**src/rtl/per_mux_arb.sv**
```systemverilog
// N-to-1 round-robin arbiter for the XBAR_TCDM_BUS peripheral protocol.
// Responses return in order through an outstanding-ID FIFO. Define PER_MUX_ARB_ERR_EN for the sticky err_o.
`timescale 1ns/1ps
module per_mux_arb #(
  parameter int NB_SLAVES       = 2,
  parameter int MAX_OUTSTANDING = 2
) (
  input  logic                    clk_i,
  input  logic                    rst_ni,
  input  logic [NB_SLAVES-1:0]    s_req_i,
  input  logic [NB_SLAVES*32-1:0] s_add_i,
  input  logic [NB_SLAVES-1:0]    s_we_n_i,
  input  logic [NB_SLAVES*32-1:0] s_wdata_i,
  input  logic [NB_SLAVES*4-1:0]  s_be_i,
  output logic [NB_SLAVES-1:0]    s_gnt_o,
  output logic [NB_SLAVES-1:0]    s_r_valid_o,
  output logic [NB_SLAVES-1:0]    s_r_opc_o,
  output logic [NB_SLAVES*32-1:0] s_r_rdata_o,
  output logic                    m_req_o,
  output logic [31:0]             m_add_o,
  output logic                    m_we_n_o,
  output logic [31:0]             m_wdata_o,
  output logic [3:0]              m_be_o,
  input  logic                    m_gnt_i,
  input  logic                    m_r_valid_i,
  input  logic                    m_r_opc_i,
  input  logic [31:0]             m_r_rdata_i
`ifdef PER_MUX_ARB_ERR_EN
  ,
  output logic                    err_o
`endif
);

  localparam int ID_W  = $clog2(NB_SLAVES);
  localparam int PTR_W = (MAX_OUTSTANDING > 1) ? $clog2(MAX_OUTSTANDING) : 1;
  localparam int CNT_W = $clog2(MAX_OUTSTANDING + 1);

  logic [ID_W-1:0]  rr_q, rr_d;
  logic [ID_W-1:0]  id_q [MAX_OUTSTANDING];
  logic [ID_W-1:0]  id_d [MAX_OUTSTANDING];
  logic [PTR_W-1:0] wr_ptr_q, wr_ptr_d;
  logic [PTR_W-1:0] rd_ptr_q, rd_ptr_d;
  logic [CNT_W-1:0] count_q, count_d;

  logic [ID_W-1:0]  win;
  logic             win_found;
  logic [ID_W-1:0]  head_id;
  logic             push;
  logic             pop;
  logic             full;

  assign pop     = m_r_valid_i & (count_q != '0);
  // A pop in the same cycle frees a slot, so a full FIFO can still accept a push.
  assign full    = (count_q == CNT_W'(MAX_OUTSTANDING)) & ~pop;
  assign m_req_o = (|s_req_i) & ~full;
  assign push    = m_req_o & m_gnt_i;
  assign head_id = id_q[rd_ptr_q];

  always_comb begin
    logic [ID_W:0] sum;
    win       = rr_q;
    win_found = 1'b0;
    sum       = '0;
    for (int i = 0; i < NB_SLAVES; i++) begin
      sum = {1'b0, rr_q} + (ID_W+1)'(i);
      if (sum >= (ID_W+1)'(NB_SLAVES)) begin
        sum = sum - (ID_W+1)'(NB_SLAVES);
      end
      if (!win_found && s_req_i[sum[ID_W-1:0]]) begin
        win       = sum[ID_W-1:0];
        win_found = 1'b1;
      end
    end
  end

  always_comb begin
    m_add_o     = s_add_i[31:0];
    m_we_n_o    = s_we_n_i[0];
    m_wdata_o   = s_wdata_i[31:0];
    m_be_o      = s_be_i[3:0];
    s_gnt_o     = '0;
    s_r_valid_o = '0;
    for (int k = 0; k < NB_SLAVES; k++) begin
      if (ID_W'(k) == win) begin
        m_add_o    = s_add_i[k*32 +: 32];
        m_we_n_o   = s_we_n_i[k];
        m_wdata_o  = s_wdata_i[k*32 +: 32];
        m_be_o     = s_be_i[k*4 +: 4];
        s_gnt_o[k] = push;
      end
      s_r_valid_o[k] = pop & (ID_W'(k) == head_id);
    end
  end

  assign s_r_rdata_o = {NB_SLAVES{m_r_rdata_i}};
  assign s_r_opc_o   = {NB_SLAVES{m_r_opc_i}};

  always_comb begin
    rr_d     = rr_q;
    id_d     = id_q;
    wr_ptr_d = wr_ptr_q;
    rd_ptr_d = rd_ptr_q;
    count_d  = count_q;
    if (push) begin
      id_d[wr_ptr_q] = win;
      wr_ptr_d = (wr_ptr_q == PTR_W'(MAX_OUTSTANDING-1)) ? '0 : wr_ptr_q + PTR_W'(1);
      rr_d     = (win == ID_W'(NB_SLAVES-1)) ? '0 : win + ID_W'(1);
    end
    if (pop) begin
      rd_ptr_d = (rd_ptr_q == PTR_W'(MAX_OUTSTANDING-1)) ? '0 : rd_ptr_q + PTR_W'(1);
    end
    if (push && !pop) begin
      count_d = count_q + CNT_W'(1);
    end else if (pop && !push) begin
      count_d = count_q - CNT_W'(1);
    end
  end

  always_ff @(posedge clk_i or negedge rst_ni) begin
    if (!rst_ni) begin
      rr_q     <= '0;
      wr_ptr_q <= '0;
      rd_ptr_q <= '0;
      count_q  <= '0;
      for (int i = 0; i < MAX_OUTSTANDING; i++) begin
        id_q[i] <= '0;
      end
    end else begin
      rr_q     <= rr_d;
      wr_ptr_q <= wr_ptr_d;
      rd_ptr_q <= rd_ptr_d;
      count_q  <= count_d;
      id_q     <= id_d;
    end
  end

`ifdef PER_MUX_ARB_ERR_EN
  logic err_q, err_d;

  // Spurious response or a grant nobody asked for; held until reset.
  assign err_d = err_q | (m_r_valid_i & (count_q == '0)) | (m_gnt_i & ~m_req_o);
  assign err_o = err_q;

  always_ff @(posedge clk_i or negedge rst_ni) begin
    if (!rst_ni) begin
      err_q <= 1'b0;
    end else begin
      err_q <= err_d;
    end
  end

  spurious_rsp_a: assert property (@(posedge clk_i) disable iff (!rst_ni)
    !(m_r_valid_i && (count_q == '0)))
    else $warning("per_mux_arb: response with no outstanding id");

  unrequested_gnt_a: assert property (@(posedge clk_i) disable iff (!rst_ni)
    !(m_gnt_i && !m_req_o))
    else $warning("per_mux_arb: grant while no request presented");
`endif

endmodule

```
**config.mk**
```make
export PLATFORM = sky130hd
export DESIGN_NAME = per_mux_arb
export DESIGN_NICKNAME = d
export VERILOG_FILES = /design/src/rtl/per_mux_arb.sv
export SDC_FILE = /design/constraint.sdc
export NUM_CORES = 1
export LEC_CHECK = 0
export BUFFER_PORTS_ARGS = -buffer_cell sky130_fd_sc_hd__buf_2
export CORE_AREA = 2 2 123 125
export DETAILED_ROUTE_END_ITERATION = 7
export DIE_AREA = 0 0 125 127
export GPL_TIMING_DRIVEN = 0
export PLACE_DENSITY = 0.42
export SETUP_SLACK_MARGIN = 0.05
export SKIP_CTS_REPAIR_TIMING = 1
export SYNTH_ARGS = -nofsm -noshare
export SYNTH_HDL_FRONTEND = slang
export SYNTH_SLANG_ARGS = --single-unit
```
**constraint.sdc**
```tcl
create_clock -name clk_i -period 2.3 [get_ports clk_i]
set_clock_uncertainty 0.1 [all_clocks]
set_input_delay 0.115 -clock clk_i [delete_from_list [all_inputs] [get_ports clk_i]]
set_output_delay 0.115 -clock clk_i [all_outputs]
set_load 0.05 [all_outputs]
```
==> flow_summary.yaml, run 1 <==
status:
  outcome: "finished, final reports clean"
sta:
  grt_setup_unrepaired: "false"
  slew_headroom_pct: 54.81
  timing.final.crit_share_pct: 87.36
  final-hold-violation-count: 0
  finalWorstSetupSlack_ns: 0.2908
  worstMarginPinSlew_ns: 0.6707
  total_of_endpoints_with_negative_setup_slack_in_the_final_report: 0
  period_minus_slack_ns: 2.009
  timing.setup.tns_ns: 0
  final_max_slew_viol_count: 0
  timing.fmax_ghz: 0.4977
worst_setup_path:
  critical_path.endpoint_type: "primary output"
  cpPeakStageDelay_ns: 0.37
  timing.critical_path.buf_inv: 3
  cell_repeated_most_along_the_worst_path: "sky130_fd_sc_hd__buf_6"
  timing.reg2reg.setup_slack_ns: 0.46
  crit_family: "buffers and inverters"
  crit_chain: "maj3_2, buf_6, buf_6, mux2_4, buf_2"
  rr_endpoint: "count_q[1]$_DFFE_PN0P_"
  rr_startpoint: "count_q[0]$_DFFE_PN0P_"
  timing.critical_path.slowest_stage_cell: "sky130_fd_sc_hd__dfrtp_1"
  worst-endpoint-arrival_ns: 1.79
  crit_required_ns: 2.09
  start_to_end_type_of_the_worst_setup_path: "reg -> out"
  crit_path_max_fanout: 10
  r2r.worst_path.cells: 6
  worstSetupStartpointType: "register"
  worstSetupStartpoint: "rr_q$_DFFE_PN0N_"
die:
  placement_rows: 44
  die-width_um: 125
  die_h_um: 127
  start_util_pct: 13.35
  dieArea_mm2: 0.01588
  placeableCoreArea_mm2: 0.01442
  io_pins: 317
drt:
  route.detailed.drc: 0
  routed_wl_mm: 7.598
  via_per_inst: 3.535
  dr_total_vias: 2291
  wl_per_cell_um: 11.73
  dr.pass1.iters: 4
  drt_iter0_drc: 18
  final_antenna_net_count: 0
placed_design:
  numPlacedInstances: 643
  routabilityCongestion: 0.7347
  place_ws_ns: 0.4565
  buffer_ports.inserted: 283
  hpwl_mm: 7.033
finish:
  area_delta_synth_final_pct: 90.38
  n_fill_cell: 1612
  layout_commonest_cell: "sky130_fd_sc_hd__buf_2"
  drive_above_1_share_pct: 93.53
  fin_nets: 643
  final_instance_count_excl_fillers: 648
  highest_count_cells_in_the_layout_ignoring_fill_and_taps: "sky130_fd_sc_hd__buf_2 (284), sky130_fd_sc_hd__buf_4 (66), sky130_fd_sc_hd__mux2_4 (55)"
  num_antenna_cells: 0
job:
  maxCapViolations: 0
power:
  power.density_cell_area_mw_per_mm2: 786.3
  power.ir.vdd_worst_v: 0.0007018
  totalPowerFinal_mw: 2.882
  cellLeakagePower_nw: 2.182
cts:
  clock_sinks: 7
  clk_root_buffer_cell: "sky130_fd_sc_hd__clkbuf_16"
  h-tree-depth: 1
  worst_skew_pair.late_latency_ns: 0.23
  clk_path_buf_depth: 2
  cts_buffers: 3
  clock_pin_slew_of_the_registers_on_the_worst_case_setup_and_hold_paths_ns: 0.04
  tritoncts: "built"
logic_synthesis:
  sequential_area_share_after_synthesis_pct: 9.097
  per_instance_average_area_after_synthesis_um2: 10.94
  synth_nets: 354
  number_of_warnings_reported_in_the_yosys_synthesis_log: 0
  syn_area_mm2: 0.001926
  netlist_instances: 176
  synth-seq-cells: 7
  yosys.cell_types.count: 20
global_routing:
  track_usage_pct: 8.036
  maximum_number_of_pins_on_one_net_before_global_route_repair: 11
  first_pass_grt_wire_length_mm: 10.72
  antenna_found_initial: 0
  grtUsageMet1_pct: 8.957
  groute.layer.met3.usage_pct: 1.382
  grt-ovfl-total: 0
  met2_usage_pct: 16.27
  gr-max-usage-layer: "met2"
  first_global_vias: 2199
min_path:
  min_path_type: "in -> async"
[layer usage]
layer | vias up | wire (um)
met5 | - | 0
met4 | 0 | 16
met3 | 2 | 579
met2 | 136 | 4326
met1 | 1039 | 2676
li1 | 1114 | -
[power breakdown]
group	leakage (nW)	switching (mW)	total, mW	internal, mW
Combinational	2.06	1.51	2.35	0.845
Sequential	0.0829	0.0491	0.237	0.188
Clock	0.0382	0.0618	0.292	0.230
Total	2.18	1.62	2.88	1.26
[cells by family after synthesis]
kind of cell               synth area share, %
adders and majority gates                1.234
DFF                                      9.097
muxes                                    52.76
AOI/OAI and AO/OA                        1.170
and+or+nand+nor                          3.184
buffers and inverters                    30.28
xor gates and xnor gates                 2.275
[cell usage after synthesis]
cell                      instances  area (um2)
sky130_fd_sc_hd__o31ai_1          1       7.510
sky130_fd_sc_hd__mux2_4          55       825.8
sky130_fd_sc_hd__nor3b_1          1       7.510
sky130_fd_sc_hd__nor2b_1          1       6.260
sky130_fd_sc_hd__mux2_2          16       180.2
sky130_fd_sc_hd__and2_1           1       6.260
sky130_fd_sc_hd__xnor2_1          2       17.52
sky130_fd_sc_hd__dfrtp_1          7       175.2
sky130_fd_sc_hd__inv_1            1       3.750
sky130_fd_sc_hd__buf_2            1       5.000
sky130_fd_sc_hd__buf_4           66       495.5
sky130_fd_sc_hd__nor3_1           2       10.01
sky130_fd_sc_hd__o21ai_0          3       15.01
sky130_fd_sc_hd__nor3b_2          1       12.51
sky130_fd_sc_hd__maj3_2           1       11.26
sky130_fd_sc_hd__mux2i_1          1       10.01
sky130_fd_sc_hd__buf_6            7       78.83
sky130_fd_sc_hd__nor2_1           5       18.77
sky130_fd_sc_hd__ha_1             1       12.51
sky130_fd_sc_hd__xor2_1           3       26.28
[cell type report]
type	instances	area, um2	area share (%)
Clock buffer	4	78.83	2.150
Multi-Input combinational cell	94	1172	31.98
Inverter	1	3.754	0.1024
Sequential cell	7	175.2	4.778
Buffer	74	579.3	15.80
Timing Repair Buffer	284	1426	38.91
Tap cell	184	230.2	6.280
[registers in the layout, summed over array words and instances, names as in the netlist]
signal	flops
rr_q	1
rd_ptr_q	1
count_q	2
id_q	2
wr_ptr_q	1
[stage by stage]
stage                     hold WS [ns]  instance area (um2)  util [%]
after CTS                      -0.3826                 3656     25.35
after global routing            0.1734                 3666     25.42
final                           0.1564                 3666     25.42
after detailed placement       -0.1416                 3577     24.80
after global placement         -0.1428                 3577     24.80
after floorplan                -0.2806                 1931         -
[worst max-delay path by stage]
stage / cells after the start / to / slack, ns
floorplan: 4 / s_gnt_o[0] / 0.45
global placement: 6 / count_q[1]$_DFFE_PN0P_ / 0.47
detailed placement: 6 / count_q[1]$_DFFE_PN0P_ / 0.46
CTS: 5 / m_add_o[9] / 0.26
global route: 5 / m_add_o[11] / 0.23
finish: 5 / m_add_o[11] / 0.29
Note: power is estimated with default switching activity, not from simulation.
==> run 2: changes to the inputs <==
CORE_AREA = 10 10 115 117   (was 2 2 123 125)
PLACE_DENSITY = default   (was 0.42)
==> flow_summary.yaml, run 2 (same netlist as run 1, synthesis figures left out) <==
status:
  outcome: "finished, final reports clean"
die:
  placement_rows: 39
  start_util_pct: 17.31
  placeableCoreArea_mm2: 0.01113
  die-width_um: 125
  io_pins: 317
  dieArea_mm2: 0.01588
  die_h_um: 127
sta:
  final-hold-violation-count: 0
  timing.setup.tns_ns: 0
  timing.fmax_ghz: 0.4928
  final_max_slew_viol_count: 0
  worstMarginPinSlew_ns: 0.6445
  total_of_endpoints_with_negative_setup_slack_in_the_final_report: 0
  finalWorstSetupSlack_ns: 0.2709
  timing.final.crit_share_pct: 88.22
  period_minus_slack_ns: 2.029
  grt_setup_unrepaired: "false"
  slew_headroom_pct: 56.58
power:
  switching_power_mw: 1.654
  power.sequential.fraction_pct: 8.1
  comb_power_share_pct: 81.8
  switching_share_pct: 56.69
  power.density_cell_area_mw_per_mm2: 807.4
  power.ir.vdd_worst_v: 0.0005226
  clock_power_share_pct: 10.2
  cellLeakagePower_nw: 2.182
  internal-power_mw: 1.264
global_routing:
  first_global_vias: 2526
  maximum_number_of_pins_on_one_net_before_global_route_repair: 11
  grt-ovfl-total: 0
  track_usage_pct: 11.37
  antenna_found_initial: 0
  first_pass_grt_wire_length_mm: 15.00
worst_setup_path:
  crit_path_max_fanout: 10
  start_to_end_type_of_the_worst_setup_path: "reg -> out"
  critical_path.endpoint_type: "primary output"
  worst-endpoint-arrival_ns: 1.81
  crit_chain: "maj3_2, buf_6, buf_6, mux2_4, buf_2"
  cell_repeated_most_along_the_worst_path: "sky130_fd_sc_hd__buf_6"
  timing.critical_path.slowest_stage_cell: "sky130_fd_sc_hd__dfrtp_1"
  cpPeakStageDelay_ns: 0.38
  worstSetupStartpointType: "register"
  crit_required_ns: 2.09
cts:
  worst_skew_pair.late_latency_ns: 0.23
  clk_root_buffer_cell: "sky130_fd_sc_hd__clkbuf_16"
  h-tree-depth: 1
  tritoncts: "built"
  cts_buffers: 3
  clock_pin_slew_of_the_registers_on_the_worst_case_setup_and_hold_paths_ns: 0.04
  clk_path_buf_depth: 2
  clock_sinks: 7
finish:
  n_fill_cell: 1162
  drive_above_1_share_pct: 93.53
  final_instance_count_excl_fillers: 607
  area_delta_synth_final_pct: 87.72
  fin_nets: 643
  num_antenna_cells: 0
  highest_count_cells_in_the_layout_ignoring_fill_and_taps: "sky130_fd_sc_hd__buf_2 (284), sky130_fd_sc_hd__buf_4 (66), sky130_fd_sc_hd__mux2_4 (55)"
  layout_commonest_cell: "sky130_fd_sc_hd__buf_2"
  layout_top_registers: "count_q (2), id_q (2)"
  post-route-cell-area_mm2: 0.003615
placed_design:
  place_ws_ns: 0.4328
  numPlacedInstances: 602
  buffer_ports.inserted: 283
  hpwl_mm: 9.500
  routabilityCongestion: 0.8754
  place_area_mm2: 0.003526
drt:
  drt_iter0_drc: 30
  final_antenna_net_count: 0
  dr_total_vias: 2298
  dr.pass1.iters: 4
  routed_wl_mm: 10.32
  wl_per_cell_um: 17.00
  route.detailed.drc: 0
  via_per_inst: 3.786
min_path:
  min_path_type: "in -> async"
job:
  maxCapViolations: 0
==> run 2: cell counts in the layout (fill, tap and decap cells not counted) <==
No cell type changed its count.
==> run 2: worst max-delay path: cells and delay by family (launching register included) <==
| family | cells | cell delay (ns) |
|---|---|---|
| multiplexers | 1 | 0.32 |
| adder cells (fa/ha/maj) | 1 | 0.32 |
| buffers and inverters | 3 | 0.56 |
| flip-flops | 1 | 0.38 |
==> run 2: per-layer routing <==
layer  track usage [%]  wire (um)  share of wire [%]  up-vias
met5                 0          0                  0        -
met4             1.829         72               0.70        0
met3             2.854        728                7.1        7
met2             22.25       5819                 56      121
met1             12.12       3696                 36     1058
li1                  -          -                  -     1112
==> run 2: layout make-up <==
type / count / area, um2 / share of cell area (%)
plain buffers: 74 / 579.3 / 16.03
clock buffers: 4 / 78.83 / 2.181
inverters: 1 / 3.754 / 0.1038
multi-input cells: 94 / 1172 / 32.43
flip-flops and latches: 7 / 175.2 / 4.846
well taps: 143 / 178.9 / 4.950
repair buffers: 284 / 1426 / 39.46
==> run 2: final timing paths <==
check | startpoint | to | slack [ns] | depth (start not counted)
max | rr_q$_DFFE_PN0N_ | m_add_o[10] | 0.27 | 5
min | rst_ni | rr_q$_DFFE_PN0N_ | 0.15 | 2
max reg2reg | count_q[0]$_DFFE_PN0P_ | count_q[1]$_DFFE_PN0P_ | 0.41 | 6
min reg2reg | wr_ptr_q$_DFFE_PN0N_ | wr_ptr_q$_DFFE_PN0N_ | 0.38 | 1
max in group asynchronous | rst_ni | rd_ptr_q$_DFFE_PN0P_ | 1.78 | 2
min in group clk_i | m_r_valid_i | rd_ptr_q$_DFFE_PN0P_ | 0.24 | 3
==> run 2: through the flow <==
stage,util [%],total power [mW],hold slack (ns)
floorplan,-,2.147,-0.2806
CTS,32.40,2.955,-0.3777
finish,32.49,2.919,0.1512
global placement,31.69,2.623,-0.1450
detailed placement,31.69,2.646,-0.1395
global route,32.49,3.064,0.1666
==> run 2: power groups by stage <==
stage | logic (mW) | clock network (mW) | registers [mW]
floorplan | 1.92 | 0 | 0.227
global placement | 2.39 | 0 | 0.237
detailed placement | 2.41 | 0 | 0.240
CTS | 2.41 | 0.302 | 0.239
global route | 2.51 | 0.308 | 0.251
finish | 2.39 | 0.296 | 0.236
